===== src/rtl/ka_seq_ctrl.sv =====
// Sequential Karatsuba controller: one W x W carry-less product through a shared
// external H x H carry-less core, using three time-multiplexed partial products.
module ka_seq_ctrl #(
    parameter int W       = 62,
    parameter int MUL_LAT = 0
) (
    input  logic             clk,
    input  logic             rst_n,
    input  logic             in_valid,
    output logic             in_ready,
    input  logic [W-1:0]     a,
    input  logic [W-1:0]     b,
    output logic             out_valid,
    input  logic             out_ready,
    output logic [2*W-2:0]   y,
    output logic             busy,
    output logic             mul_en,
    output logic [W/2-1:0]   mul_a,
    output logic [W/2-1:0]   mul_b,
    input  logic [W-2:0]     mul_y
);

    localparam int H  = W / 2;
    localparam int PW = 2 * H - 1;
    localparam int YW = 2 * W - 1;

    localparam logic [1:0] S_IDLE  = 2'd0;
    localparam logic [1:0] S_ISSUE = 2'd1;
    localparam logic [1:0] S_WAIT  = 2'd2;
    localparam logic [1:0] S_DONE  = 2'd3;

    logic [1:0]    state_reg, state_next;
    logic [1:0]    idx_reg, idx_next;
    logic [W-1:0]  a_reg, b_reg;
    logic [PW-1:0] p0_reg, p1_reg, p2_reg;
    logic [PW-1:0] p0_next, p1_next, p2_next, m_next;
    logic [YW-1:0] y_reg, y_next;
    logic          accept;
    logic          cap_valid;
    logic [1:0]    cap_tag;
    logic          final_cap;

    assign accept    = (state_reg == S_IDLE) && in_valid;
    assign final_cap = cap_valid && (cap_tag == 2'd2);

    assign in_ready  = (state_reg == S_IDLE);
    assign busy      = (state_reg != S_IDLE);
    assign out_valid = (state_reg == S_DONE);
    assign mul_en    = (state_reg == S_ISSUE);
    assign y         = y_reg;

    // Core operands: P0 from low halves, P2 from high halves, P1 from folded halves.
    always_comb begin
        mul_a = '0;
        mul_b = '0;
        if (state_reg == S_ISSUE) begin
            case (idx_reg)
                2'd0: begin
                    mul_a = a_reg[H-1:0];
                    mul_b = b_reg[H-1:0];
                end
                2'd1: begin
                    mul_a = a_reg[W-1:H];
                    mul_b = b_reg[W-1:H];
                end
                default: begin
                    mul_a = a_reg[H-1:0] ^ a_reg[W-1:H];
                    mul_b = b_reg[H-1:0] ^ b_reg[W-1:H];
                end
            endcase
        end
    end

    // The tag pipe tracks which partial product mul_y carries MUL_LAT cycles on.
    generate
        if (MUL_LAT == 0) begin : g_comb
            assign cap_valid = mul_en;
            assign cap_tag   = idx_reg;
        end else begin : g_pipe
            logic       pipe_v_reg   [MUL_LAT];
            logic [1:0] pipe_tag_reg [MUL_LAT];
            for (genvar gi = 0; gi < MUL_LAT; gi++) begin : g_stage
                if (gi == 0) begin : g_head
                    always_ff @(posedge clk or negedge rst_n) begin
                        if (!rst_n) begin
                            pipe_v_reg[0]   <= 1'b0;
                            pipe_tag_reg[0] <= 2'd0;
                        end else begin
                            pipe_v_reg[0]   <= mul_en;
                            pipe_tag_reg[0] <= idx_reg;
                        end
                    end
                end else begin : g_body
                    always_ff @(posedge clk or negedge rst_n) begin
                        if (!rst_n) begin
                            pipe_v_reg[gi]   <= 1'b0;
                            pipe_tag_reg[gi] <= 2'd0;
                        end else begin
                            pipe_v_reg[gi]   <= pipe_v_reg[gi-1];
                            pipe_tag_reg[gi] <= pipe_tag_reg[gi-1];
                        end
                    end
                end
            end
            assign cap_valid = pipe_v_reg[MUL_LAT-1];
            assign cap_tag   = pipe_tag_reg[MUL_LAT-1];
        end
    endgenerate

    // The result is built from the post-capture values so the final capture
    // and the result load can share one edge.
    always_comb begin
        p0_next = p0_reg;
        p1_next = p1_reg;
        p2_next = p2_reg;
        if (cap_valid) begin
            case (cap_tag)
                2'd0:    p0_next = mul_y;
                2'd1:    p2_next = mul_y;
                default: p1_next = mul_y;
            endcase
        end
        m_next = p0_next ^ p1_next ^ p2_next;
        y_next = YW'(p0_next) ^ (YW'(m_next) << H) ^ (YW'(p2_next) << W);
    end

    always_comb begin
        state_next = state_reg;
        idx_next   = idx_reg;
        case (state_reg)
            S_IDLE: begin
                if (accept) begin
                    state_next = S_ISSUE;
                    idx_next   = 2'd0;
                end
            end
            S_ISSUE: begin
                if (idx_reg == 2'd2) begin
                    state_next = final_cap ? S_DONE : S_WAIT;
                    idx_next   = 2'd0;
                end else begin
                    idx_next = idx_reg + 2'd1;
                end
            end
            S_WAIT: begin
                if (final_cap) begin
                    state_next = S_DONE;
                end
            end
            default: begin
                if (out_ready) begin
                    state_next = S_IDLE;
                end
            end
        endcase
    end

    always_ff @(posedge clk or negedge rst_n) begin
        if (!rst_n) begin
            state_reg <= S_IDLE;
            idx_reg   <= 2'd0;
            a_reg     <= '0;
            b_reg     <= '0;
            p0_reg    <= '0;
            p1_reg    <= '0;
            p2_reg    <= '0;
            y_reg     <= '0;
        end else begin
            state_reg <= state_next;
            idx_reg   <= idx_next;
            p0_reg    <= p0_next;
            p1_reg    <= p1_next;
            p2_reg    <= p2_next;
            if (accept) begin
                a_reg <= a;
                b_reg <= b;
            end
            if (final_cap) begin
                y_reg <= y_next;
            end
        end
    end

endmodule


===== config.mk =====
export PLATFORM = sky130hd
export DESIGN_NAME = ka_seq_ctrl
export DESIGN_NICKNAME = d
export VERILOG_FILES = /design/src/rtl/ka_seq_ctrl.sv
export SDC_FILE = /design/constraint.sdc
export NUM_CORES = 1
export LEC_CHECK = 0
export ABC_CLOCK_PERIOD_IN_PS = 2100
export BUFFER_PORTS_ARGS = -buffer_cell sky130_fd_sc_hd__buf_2
export CAP_MARGIN = 20
export CELL_PAD_IN_SITES_DETAIL_PLACEMENT = 1
export CELL_PAD_IN_SITES_GLOBAL_PLACEMENT = 2
export CORE_MARGIN = 4
export CORE_UTILIZATION = 33
export CTS_CLUSTER_SIZE = 40
export DETAILED_ROUTE_END_ITERATION = 12
export GPL_TIMING_DRIVEN = 0
export PLACE_DENSITY_LB_ADDON = 0.1
export SLEW_MARGIN = 20
export SYNTH_ARGS = -nofsm -noshare
export SYNTH_HDL_FRONTEND = slang
export SYNTH_SLANG_ARGS = --single-unit

===== constraint.sdc =====
create_clock -name clk -period 2.1 [get_ports clk]
set_input_delay 0.105 -clock clk [delete_from_list [all_inputs] [get_ports clk]]
set_output_delay 0.105 -clock clk [all_outputs]
set_load 0.05 [all_outputs]

Word-level counts from Yosys, hierarchy flattened. Cells that the tools add are included.

Register bits: 434. Input port bits: 189. Output and inout port bits: 189. Word-level logic and storage cells: 52.

$add $sub $neg: 1. Equality and inequality tests: 8. Multiplexer cells: 19. Bitwise logic cells: 6. Reduce and logical (&&, ||, !) cells: 10.

Operators with widths (count): $mux W61 (6); $pmux W31 S2 (2); $xor A92 B123 Y123 (1); $xor A61 B61 Y61 (2); $xor A61 B92 Y92 (1); $mux W31 (2); $xor A31 B31 Y31 (2); $mux W2 (6); $eq A2 B2 Y1 const B (3); $pmux W2 S3 (1); $eq A2 B1 Y1 const B (2); $logic_not A2 Y1 (2); $ne A2 B1 Y1 const B (2); $pmux W2 S2 (1); $reduce_and A4 Y1 (1); $reduce_bool A2 Y1 (2); $reduce_bool A4 Y1 (1); $add A2 B1 Y2 const B (1); $logic_and A1 B1 Y1 (2); $ne A2 B2 Y1 const B (1); $reduce_and A2 Y1 (1); $reduce_or A2 Y1 (1); $mux W1 (1).

Logic depth before layout (Yosys ltp).
Depth after elaboration: 8. Depth in mapped cells: 11. Gate-level depth less buffers: 7.

Worst setup path after synthesis. No wires, ideal clock.

Kind: register -> output. From: register state_reg[1]. To: output mul_a[0]. Arrival: 2536 ps. Data required time: 1995 ps. Slack: -541 ps. Stages on the path, launching flop included: 7. Path buffers: 2. Path through: dfrtp_1 inv_1 ha_1 buf_6 inv_2 clkbuf_1 nor3_1.

Cells in the longest elaborated chain, start to end: 2.

Ends and longest elaborated chain: start: declaration (line 32) `logic [1:0] state_reg, state_next;`; start signal: assignment (line 169) `state_reg <= state_next;`; $eq A2 B1 Y1; via mul_en (line 17) `output logic mul_en,`; $mux W31 (line 56) `if (state_reg == S_ISSUE) begin`; end: declaration (line 18) `output logic [W/2-1:0] mul_a,`.

The timed path passes the listed nets, and every way through them passes these cells.

Final worst setup path.
From: register state_reg[0]. To: register y_reg[53] (netlist: y[53]).

Cells in the longest elaborated chain, start to end: 6. Elaborated cells between the ends (all ways): 9. Classes of those cells: 1 x eq/ne; 3 x mux; 4 x bitwise; 1 x reduce/logical.

Ends and longest elaborated chain: $eq A2 B1 Y1 (*) (line 49) `assign mul_en = (state_reg == S_ISSUE);`; $mux W61 (line 116) `if (cap_valid) begin`; $xor A61 B61 Y61 (2 in series) (line 123) `m_next = p0_next ^ p1_next ^ p2_next;`; $xor A61 B92 Y92 (line 124) `y_next = YW'(p0_next) ^ (YW'(m_next) << H) ^ (YW'(p2_next) << W);`; $xor A92 B123 Y123 (line 124); end signal: assignment (line 179) `y_reg <= y_next;`; end: declaration (line 37) `logic [YW-1:0] y_reg, y_next;`.

Every way passes the cells marked *; elsewhere a longest branch is shown, timed or not. A chain may end at the register's enable or synchronous reset.

==> summary.txt <==
Hold Vio Cnt, Final -> 0
max_cap viols -> 0
fin area -> 0.0311 mm²
CTS H-tree depth -> 2
register area share after synthesis -> 51.5%
leakage power -> 14.1 nW
Pins Over Slew Limit -> 0
dpl ws -> -1.10 ns
overall power -> 58.6 mW
Ys Warns -> 0
DR iter-0 viols -> 933
clk_skew -> 0.0271 ns
Synth-to-Final Area Change -> 47.9%
Power Density -> 1890 mW/mm²
Num Clock Sinks -> 433
largest net degree at the start of global routing -> 89
Seq cells post-synth -> 433
via/cell ratio -> 4.90
main combinational cell family by area after synthesis -> multiplexers
Worst-path clk slew -> 0.06 ns
I/O Buffers -> 377
wire length per cell -> 22.2 µm
part of the cycle the worst path needs -> 107%
gr ovfl total -> 0
peak supply drop -> 0.960 mV
crit-path max FO -> 7
RSZ-0062 raised after global routing -> yes
cell count after placement -> 3054
fmax -> 0.446 GHz
core area -> 0.0631 mm²
cell taking the most area after synthesis -> dfrtp_1
Cell Count, Final, Fillers Out -> 3383
XOR/XNOR Fraction of Synth Area -> 13.4%
Clock Tree Root -> clkbuf_16
post-route ant nets -> 0
Worst-Skew Late Latency -> 0.61 ns
Clock Path Buffers -> 3
Worst Path Arrival -> 2.69 ns
Site Rows -> 92
run status -> finished, violations left
IO Pins -> 378
WP data required -> 2.55 ns
die height -> 260 µm
Synth Area in Simple Gates -> 9.40%
final worst slack -> -0.143 ns
Synth area leaders -> dfrtp_1 52%, mux2_2 13%, xor2_1 7.5%
TritonCTS clock tree -> built
worst setup path startpoint -> state_reg[0]$_DFFE_PN0P_
WHS -> 0.0706 ns
Syn Std Cell Area -> 0.0210 mm²
Final TNS setup -> -9.79 ns
total track usage -> 21.9%
antenna violations before repair -> 2
post-layout util -> 49.3%
final setup fails -> 116
Max-slew headroom -> 44.8%
die width -> 260 µm
Startpoint Class -> register
Die ar. -> 0.0678 mm²
TritonRoute pass-1 iters -> 7
# fillers -> 6638
Area after DPL -> 0.0245 mm²
Reg-to-Reg Start -> state_reg[0]$_DFFE_PN0P_
Post-Synth Adder-Cell Area -> 0.238%
syn_nets -> 2019
failing checks -> setup timing
Final Net Count -> 2693
syn_area_per_cell -> 11.5 µm²
Total Routed Length -> 75300 µm
vias in the first global route -> 18700
cells after synthesis -> 1826
Vias -> 16600
Least-Margin Pin Slew -> 0.828 ns
CP Class -> reg2reg
share of cells above drive strength 1 -> 43.7%
post-synth cell types -> 31
post-synthesis compound-gate area fraction -> 7.42%
first-pass GRT wire length -> 115000 µm
Hold Crit Class -> in2async
mux cell area share after synthesis -> 15.6%
Critical Path End Type -> register
initial core utilization -> 33.3%
placer congestion estimate -> 0.792
Residual DRC -> 0
Period minus WS final -> 2.24 ns
Num CTS Buffers -> 53
placed wire-length estimate -> 50500 µm
Largest register FFs -> 123
post-synth top area share -> 51.5%
-- cell usage after synthesis, drive strengths merged --
library cell / number
o311ai: 1
buf: 49
mux2: 279
or2: 1
nor3b: 1
ha: 4
a222oi: 60
xor2: 181
nand2b: 3
nor2: 2
xnor2: 91
o21ai: 127
clkbuf: 60
nand3: 62
nand3b: 1
nand2: 341
inv: 4
a21oi: 63
and2: 1
nor3: 62
dfrtp: 433
-- where the power goes --
group	switching (mW)	leakage, nW	internal, mW
combinational	18.4	8.21	15.0
sequential	4.05	5.16	12.6
clock	3.73	0.780	4.91
-- placed cells by master (no fill, tap or decap), drive strengths merged, types with 62 or more instances in the layout --
master       instances
mux2               279
xor2               181
o21ai              127
buf                468
a21oi               63
nand3               62
nor3                62
clkbuf             150
dlygate4sd3        188
dfrtp              433
xnor2               91
nand2              341
-- path summary, 6_finish.rpt --
check	to	cells past startpoint	slack, ns
max reg2reg	y[53]$_DFFE_PN0P_	9	-0.14
max in group asynchronous	y[56]$_DFFE_PN0P_	5	0.78
min	y[74]$_DFFE_PN0P_	3	0.07
max	y[53]$_DFFE_PN0P_	9	-0.14
min in group clk	b_reg[38]$_DFFE_PN0P_	3	0.24
min reg2reg	y[81]$_DFFE_PN0P_	2	0.48
-- worst max-delay path, stage by stage (launching register included) --
cell,delay (ns)
dfrtp_1,0.42
ha_4,0.21
nor3b_4,0.16
buf_6,0.13
buf_12,0.14
buf_8,0.13
buf_8,0.13
a222oi_1,0.50
xnor2_2,0.18
o21ai_1,0.08
-- routing by layer --
layer  track usage [%]  wire (µm)  vias to the layer above
li1                  -          -                     7707
met1              27.5      31300                     8484
met2              39.0      39000                      311
met3              4.43       3660                       86
met4              4.55       1330                        0
met5                 0          0                        -
-- cell type report --
class,instances,area [µm²],area share (%)
multi-input combinational,1280,11500,36.8
sequential,433,10800,34.9
timing repair buffer,621,5000,16.1
clock buffer,78,1500,4.82
buffer,107,1120,3.61
tap,846,1060,3.40
clock inverter,12,88.8,0.286
inverter,4,31.3,0.101
antenna,2,5.00,0.0161
-- what timing repair did --
action,in CTS,in global routing
resized for setup,579,72
cloned,14,5
setup buffers,31,2
hold buffers,189,0
hold endpoints to repair,485,0
setup endpoints to repair,431,287
pin swaps,64,40
-- logic make-up (layout without fill, tap and decap cells) --
family                     Yosys count  in the layout
AOI/OAI and AO/OA                  251            251
muxes                              279            279
DFF                                433            433
xor gates and xnor gates           272            272
and+or+nand+nor                    474            474
other                                0              2
adders and majority gates            4              4
buffers and inverters              113            822
No activity file was read; power rests on OpenSTA's default activity.
